$ cat src/rtl/wb_sram16_ctrl_pkg.sv
// Shared types and constants for the Wishbone-to-16-bit async SRAM controller.
// FSM state encoding, Wishbone cycle-type codes and the byte-enable helper.
package wb_sram16_ctrl_pkg;

  localparam int TMR_W = 8;

  typedef enum logic [2:0] {
    ST_IDLE    = 3'd0,
    ST_LO_ACC  = 3'd1,
    ST_LO_HOLD = 3'd2,
    ST_HI_ACC  = 3'd3,
    ST_HI_HOLD = 3'd4,
    ST_ACK     = 3'd5
  } state_e;

  localparam logic [2:0] CTI_CLASSIC = 3'b000;
  localparam logic [2:0] CTI_INCR    = 3'b010;
  localparam logic [2:0] CTI_EOB     = 3'b111;

  // Active-low byte enables for one halfword of a 32-bit access.
  function automatic logic [1:0] half_be_n(input logic [3:0] sel, input logic half);
    logic [1:0] be_n;
    if (half) begin
      be_n = ~sel[3:2];
    end else begin
      be_n = ~sel[1:0];
    end
    return be_n;
  endfunction

endpackage

$ cat src/rtl/wb_sram16_timer.sv
// Loadable wait-state down-counter; done marks the last cycle of a strobe window.
module wb_sram16_timer
  import wb_sram16_ctrl_pkg::*;
(
  input  logic             clk,
  input  logic             rst,
  input  logic             load,
  input  logic             clear,
  input  logic [TMR_W-1:0] load_val,
  output logic             done
);

  logic [TMR_W-1:0] cnt_r;

  // Counter: load wins over decrement; parks at zero when idle.
  always_ff @(posedge clk or posedge rst) begin
    if (rst) begin
      cnt_r <= {TMR_W{1'b0}};
    end else if (clear) begin
      cnt_r <= {TMR_W{1'b0}};
    end else if (load) begin
      cnt_r <= load_val;
    end else if (cnt_r != {TMR_W{1'b0}}) begin
      cnt_r <= cnt_r - TMR_W'(1);
    end else begin
      cnt_r <= cnt_r;
    end
  end

  assign done = (cnt_r == TMR_W'(1));

endmodule

$ cat src/rtl/wb_sram16_ctrl.sv
// Wishbone slave driving an async 16-bit SRAM as two halfword accesses, low half first.
// Define SRAM_CTRL_BURST_EN to chain incrementing read bursts without an IDLE cycle.
module wb_sram16_ctrl
  import wb_sram16_ctrl_pkg::*;
#(
  parameter int SRAM_AW = 18,
  parameter int RD_WAIT = 2,
  parameter int WR_WAIT = 2
) (
  input  logic               sys_clk,
  input  logic               sys_rst,
  input  logic [31:0]        wb_adr_i,
  input  logic [31:0]        wb_dat_i,
  output logic [31:0]        wb_dat_o,
  input  logic [3:0]         wb_sel_i,
  input  logic [2:0]         wb_cti_i,
  input  logic               wb_we_i,
  input  logic               wb_cyc_i,
  input  logic               wb_stb_i,
  output logic               wb_ack_o,
  output logic [SRAM_AW-1:0] sram_addr,
  output logic [15:0]        sram_dq_o,
  input  logic [15:0]        sram_dq_i,
  output logic               sram_dq_oe,
  output logic               sram_ce_n,
  output logic               sram_oe_n,
  output logic               sram_we_n,
  output logic [1:0]         sram_be_n
);

  localparam int WAW = SRAM_AW - 1;

  state_e           state_r;
  logic [WAW-1:0]   adr_r;
  logic [31:0]      dat_r;
  logic [3:0]       sel_r;
  logic             we_r;
  logic [2:0]       cti_r;

  logic             req_s;
  logic             abort_s;
  logic             burst_go_s;
  logic             tmr_load_s;
  logic             tmr_done_s;
  logic [TMR_W-1:0] tmr_val_s;
  logic             unused_s;

  assign req_s   = wb_cyc_i & wb_stb_i;
  assign abort_s = (state_r != ST_IDLE) & ~wb_cyc_i;

`ifdef SRAM_CTRL_BURST_EN
  assign burst_go_s = (state_r == ST_ACK) & ~we_r & (cti_r == CTI_INCR) & req_s;
`else
  assign burst_go_s = 1'b0;
`endif

  // Address bits outside the SRAM window are decoded upstream.
  assign unused_s = ^{wb_adr_i[31:SRAM_AW+1], wb_adr_i[1:0], cti_r};

  // Timer load: at the start of every strobe window.
  always_comb begin
    tmr_load_s = 1'b0;
    if ((state_r == ST_IDLE) ? wb_we_i : we_r) begin
      tmr_val_s = TMR_W'(WR_WAIT);
    end else begin
      tmr_val_s = TMR_W'(RD_WAIT);
    end
    if (abort_s) begin
      tmr_load_s = 1'b0;
    end else begin
      case (state_r)
        ST_IDLE:    tmr_load_s = req_s;
        ST_LO_ACC:  tmr_load_s = tmr_done_s & ~we_r;
        ST_LO_HOLD: tmr_load_s = 1'b1;
        ST_ACK:     tmr_load_s = burst_go_s;
        default:    tmr_load_s = 1'b0;
      endcase
    end
  end

  wb_sram16_timer u_timer (
    .clk      (sys_clk),
    .rst      (sys_rst),
    .load     (tmr_load_s),
    .clear    (abort_s),
    .load_val (tmr_val_s),
    .done     (tmr_done_s)
  );

  // Main FSM with registered SRAM strobes, address, pad data and Wishbone outputs.
  always_ff @(posedge sys_clk or posedge sys_rst) begin
    if (sys_rst) begin
      state_r    <= ST_IDLE;
      adr_r      <= {WAW{1'b0}};
      dat_r      <= 32'h0000_0000;
      sel_r      <= 4'b0000;
      we_r       <= 1'b0;
      cti_r      <= CTI_CLASSIC;
      wb_dat_o   <= 32'h0000_0000;
      wb_ack_o   <= 1'b0;
      sram_addr  <= {SRAM_AW{1'b0}};
      sram_dq_o  <= 16'h0000;
      sram_dq_oe <= 1'b0;
      sram_ce_n  <= 1'b1;
      sram_oe_n  <= 1'b1;
      sram_we_n  <= 1'b1;
      sram_be_n  <= 2'b11;
    end else begin
      wb_ack_o <= 1'b0;
      if (abort_s) begin
        // Master gave up: release the SRAM, keep the last read data.
        state_r    <= ST_IDLE;
        sram_ce_n  <= 1'b1;
        sram_oe_n  <= 1'b1;
        sram_we_n  <= 1'b1;
        sram_be_n  <= 2'b11;
        sram_dq_oe <= 1'b0;
      end else begin
        case (state_r)
          ST_IDLE: begin
            if (req_s) begin
              adr_r      <= wb_adr_i[SRAM_AW:2];
              dat_r      <= wb_dat_i;
              sel_r      <= wb_sel_i;
              we_r       <= wb_we_i;
              cti_r      <= wb_cti_i;
              sram_addr  <= {wb_adr_i[SRAM_AW:2], 1'b0};
              sram_be_n  <= half_be_n(wb_sel_i, 1'b0);
              sram_dq_o  <= wb_dat_i[15:0];
              sram_dq_oe <= wb_we_i;
              sram_ce_n  <= 1'b0;
              sram_oe_n  <= wb_we_i;
              sram_we_n  <= ~wb_we_i;
              state_r    <= ST_LO_ACC;
            end else begin
              state_r <= ST_IDLE;
            end
          end
          ST_LO_ACC: begin
            if (tmr_done_s && we_r) begin
              sram_we_n <= 1'b1;
              state_r   <= ST_LO_HOLD;
            end else if (tmr_done_s) begin
              // Mid-beat is where a burst master shows this beat's cycle type.
              wb_dat_o[15:0] <= sram_dq_i;
              cti_r          <= wb_cti_i;
              sram_addr      <= {adr_r, 1'b1};
              sram_be_n      <= half_be_n(sel_r, 1'b1);
              state_r        <= ST_HI_ACC;
            end else begin
              state_r <= ST_LO_ACC;
            end
          end
          ST_LO_HOLD: begin
            sram_addr <= {adr_r, 1'b1};
            sram_be_n <= half_be_n(sel_r, 1'b1);
            sram_dq_o <= dat_r[31:16];
            sram_we_n <= 1'b0;
            state_r   <= ST_HI_ACC;
          end
          ST_HI_ACC: begin
            if (tmr_done_s && we_r) begin
              sram_we_n <= 1'b1;
              state_r   <= ST_HI_HOLD;
            end else if (tmr_done_s) begin
              wb_dat_o[31:16] <= sram_dq_i;
              wb_ack_o        <= 1'b1;
              sram_ce_n       <= 1'b1;
              sram_oe_n       <= 1'b1;
              sram_be_n       <= 2'b11;
              state_r         <= ST_ACK;
            end else begin
              state_r <= ST_HI_ACC;
            end
          end
          ST_HI_HOLD: begin
            wb_ack_o   <= 1'b1;
            sram_ce_n  <= 1'b1;
            sram_be_n  <= 2'b11;
            sram_dq_oe <= 1'b0;
            state_r    <= ST_ACK;
          end
          ST_ACK: begin
            if (burst_go_s) begin
              adr_r     <= adr_r + WAW'(1);
              sel_r     <= wb_sel_i;
              sram_addr <= {adr_r + WAW'(1), 1'b0};
              sram_be_n <= half_be_n(wb_sel_i, 1'b0);
              sram_ce_n <= 1'b0;
              sram_oe_n <= 1'b0;
              state_r   <= ST_LO_ACC;
            end else begin
              state_r <= ST_IDLE;
            end
          end
          default: begin
            state_r    <= ST_IDLE;
            sram_ce_n  <= 1'b1;
            sram_oe_n  <= 1'b1;
            sram_we_n  <= 1'b1;
            sram_be_n  <= 2'b11;
            sram_dq_oe <= 1'b0;
          end
        endcase
      end
    end
  end

endmodule
$ cat config.mk
export PLATFORM = sky130hd
export DESIGN_NAME = wb_sram16_ctrl
export DESIGN_NICKNAME = d
export VERILOG_FILES = /design/src/rtl/wb_sram16_ctrl_pkg.sv /design/src/rtl/wb_sram16_timer.sv /design/src/rtl/wb_sram16_ctrl.sv
export SDC_FILE = /design/constraint.sdc
export NUM_CORES = 1
export LEC_CHECK = 0
export ABC_CLOCK_PERIOD_IN_PS = 4400
export CAP_MARGIN = 20
export CORE_UTILIZATION = 47
export DETAILED_ROUTE_END_ITERATION = 8
export PLACE_DENSITY = 0.87
export SYNTH_ARGS = -nofsm -noshare
export SYNTH_HDL_FRONTEND = slang
export SYNTH_HIERARCHICAL = 1
export SYNTH_SLANG_ARGS = --single-unit
$ cat constraint.sdc
create_clock -name sys_clk -period 4.4 [get_ports sys_clk]
set_input_delay 0.88 -clock sys_clk [delete_from_list [all_inputs] [get_ports sys_clk]]
set_output_delay 0.88 -clock sys_clk [all_outputs]
set_load 0.01 [all_outputs]
==> impl_summary.log <==
[metrics] clock power share: 35.6%
[metrics] final setup violation count: 0
[metrics] number of enable-type register cells in the synthesized netlist: 0
[metrics] final hold violation count: 0
[metrics] internal power summed over all cells: 0.00277 W
[metrics] Clk Latency, worst-skew pair: 410 ps
[metrics] Top FF cell, synth: dfrtp_1
[metrics] share of synthesized area occupied by flip-flops and latches: 54.3%
[metrics] count of final max-slew check failures: 0
[metrics] core area: 0.0115 mm²
[metrics] required time at the endpoint of the critical path: 4670 ps
[metrics] most used standard cells in the synthesized netlist: 115 x dfrtp_1, 85 x mux2_2, 24 x nand2_1
[metrics] maximum fanout along the worst path: 28
[metrics] share of synthesized flip-flops with an asynchronous set or reset: 100%
[metrics] #FFs+latches synth: 120
[metrics] Worst setup EP type: register
[metrics] count of inserted antenna diode cells: 0
[metrics] dpl hpwl: 8.06 mm
[metrics] Resized Gates After CTS: 0
[metrics] global-route wire length before repair: 20.0 mm
[metrics] Inserted Clock Buffers: 17
[metrics] H-tree lvl count: 4
[metrics] io pins: 165
[metrics] type of the worst setup path: input pin to register
[metrics] die width: 111 µm
[metrics] Peak VDD IR: 0.307 mV
[metrics] result of the run: finished clean
[metrics] final critical-path share of the clock period: 70.7%
[metrics] gate count after technology mapping: 405
[metrics] synth top area cells: dfrtp_1 52%, mux2_2 17%, mux2_4 5.1%, mux2i_1 3.8%, dfstp_2 2.4%
[metrics] area of all sequential standard cells: 0.00301 mm²
[metrics] class of the tightest hold or removal check: register to register
[metrics] Clock Sink Count: 120
[metrics] Worst Hold Slack: 471 ps
[metrics] starting density of the core: 48.3%
[metrics] routed wire length: 11.9 mm
[metrics] post-route setup TNS: 0 ps
[metrics] number of antenna violations at the first check in global routing: 0
[metrics] via count: 3746
[metrics] number of optimization iterations in the first detailed-route pass: 5
[metrics] Period minus WS final: 3110 ps
[metrics] Final Wtd Congestion: 0.783
[metrics] ANT nets after route: 0
[metrics] Crit path arrival time: 3380 ps
[metrics] pin count of the biggest net entering global routing: 53
[metrics] max_cap viols: 0
[metrics] layout cells sized above 1: 28.3%
[metrics] worst-case register-to-register setup slack: 1670 ps
[metrics] yosys warns: 6
[metrics] total of buffers placed on input and output ports: 146
[metrics] root buffer cell: clkbuf_16
[metrics] gr usage total: 20.7%
[metrics] multi-input gate area in the final layout: 0.00235 mm²
[metrics] Final Util: 67.0%
[metrics] sequential share of power: 39.7%
[metrics] number of setup buffers added after CTS: 0
[metrics] slew of the pin with the lowest slew margin: 995 ps
[metrics] distinct cell type count after synthesis: 52
[metrics] Worst slew margin: 33.7%
[metrics] CP startpoint kind: input pin
[metrics] GRT overflow: 0
[metrics] Gate power share: 24.7%
[metrics] count leader, synth: dfrtp_1
[metrics] cell type with the largest total area after synthesis: dfrtp_1
[metrics] switching power: 0.00104 W
[metrics] total standard cell area after synthesis: 0.00554 mm²
[metrics] pwr dens: 495 mW/mm²
[metrics] average wire per cell in the routed design: 16.6 µm
[metrics] final instance area: 0.00768 mm²
[metrics] synth-to-layout area growth: 38.6%
[metrics] setup repair after global routing missed its margin: no
[metrics] std cell rows: 39
[metrics] count of routing violations after the opening detailed-route iteration: 210
[metrics] TritonCTS clock tree: done
[metrics] maximum clock rate: 0.321 GHz
[metrics] clock transition at the registers of the reported paths: 50 ps
[metrics] NumNets Final: 655
[metrics] count of hold buffers inserted by post-cts repair: 0
[metrics] vias in the first global route: 4005
[metrics] proportion of total power due to net switching: 27.3%
[metrics] DRC violation count after routing: 0
[metrics] Filler Cell Count: 798
[metrics] portion of synthesized cell area occupied by the leading cell type: 51.9%
[metrics] Fin Clk Skew: 7.45 ps
[metrics] leakage component of the power: 3.40 nW
[metrics] vertical extent of the die: 111 µm
[metrics] Area after DPL: 0.00709 mm²
[metrics] post-synthesis average cell area: 13.7 µm²
[metrics] Max clock buf depth: 2
[metrics] die area: 0.0122 mm²
[metrics] number of vias per cell after detailed routing: 5.23
==> cell type report <==
cell class | count | area share [%]
clock buffers | 18 | 5.72
clock inverters | 14 | 1.97
inverters | 8 | 0.424
multi-input cells | 260 | 30.7
flip-flops and latches | 120 | 39.2
well taps | 143 | 2.33
repair buffers | 153 | 19.7
==> path summary, 6_finish.rpt <==
check,startpoint,endpoint,cells after the start
setup / recovery,wb_cyc_i,u_timer/cnt_r[0],8
hold / removal,sram_be_n[0],sram_be_n[0],2
setup reg to reg,u_timer/cnt_r[3],u_timer/cnt_r[0],9
hold reg to reg,sram_be_n[0],sram_be_n[0],2
max in group asynchronous,sys_rst,sram_ce_n,3
min in group asynchronous,sys_rst,u_timer/cnt_r[3],2
==> power groups by stage <==
stage | Sequential (W) | Clock, W | Combinational, W
finish | 0.00151 | 0.00135 | 0.000941
global route | 0.00154 | 0.00144 | 0.00101
floorplan | 0.00155 | 0 | 0.000475
global placement | 0.00151 | 0 | 0.000899
detailed placement | 0.00152 | 0 | 0.000931
CTS | 0.00151 | 0.00138 | 0.000947
==> metal layers <==
layer | vias up | track usage, % | wire (µm)
met4 | 0 | 8.89 | 258
met2 | 119 | 33.6 | 5910
met1 | 1861 | 25.4 | 5090
met3 | 26 | 6.59 | 626
met5 | - | 0 | 0
li1 | 1740 | - | -
==> registers in the layout, indices dropped and copies added (netlist names) <==
register,count
sram_we_n,1
sram_dq_o,16
sram_ce_n,1
sel_r,2
sram_be_n,2
wb_dat_o,32
we_r,1
adr_r,17
u_timer/cnt_r,8
sram_oe_n,1
dat_r,16
wb_ack_o,1
state_r,3
sram_addr,18
sram_dq_oe,1
==> per-stage QoR <==
| step | std cells | worst slack (ps) | power [W] |
|---|---|---|---|
| CTS | 716 | 1300 | 0.00383 |
| global placement | 684 | 981 | 0.00240 |
| floorplan | 411 | 569 | 0.00203 |
| global route | 716 | 1200 | 0.00399 |
| detailed placement | 684 | 890 | 0.00246 |
| finish | 716 | 1290 | 0.00380 |
==> cell families (layout without fill, tap and decap cells) <==
group                    after synthesis  after routing  share of synthesized area (%)
other                                  2              8                          0.136
XOR/XNOR                               8              8                           1.26
adder cells (fa/ha/maj)                3              3                          0.678
AO/OA/AOI/OAI                         46             46                           5.78
AND/OR/NAND/NOR                       70             70                           7.93
buffers and inverters                 31            193                           3.68
flip-flops                           120            120                           54.3
multiplexers                         125            125                           26.2
==> critical path, cell delays in order <==
cell and delay (ps):
clkdlybuf4s50_1 960, and2b_1 290, a2bb2oi_2 90, nor3_4 340
buf_4 440, nor2_1 70, mux2i_1 180, a21oi_1 90
==> cell usage in the layout (no fill, tap or decap), types with 3 or more instances in the layout <==
cell type / netlist / layout
nand2b_1: 4 / 4
dfrtp_1: 115 / 115
inv_1: 8 / 7
mux2_2: 85 / 85
conb_1: 2 / 8
xnor2_1: 5 / 5
ha_1: 3 / 3
clkbuf_16: 0 / 17
mux2_4: 19 / 19
nand2_1: 24 / 24
o211a_1: 3 / 3
nor3_1: 3 / 3
and2b_1: 3 / 3
buf_4: 1 / 7
dfstp_2: 5 / 5
a21oi_1: 8 / 8
or3_1: 4 / 4
nor2_1: 13 / 13
o21ai_0: 18 / 18
clkinv_4: 0 / 4
mux2i_1: 21 / 21
clkdlybuf4s50_1: 0 / 146
xor2_1: 3 / 3
clkinvlp_4: 0 / 5
Note: power is estimated with default switching activity, not from simulation.
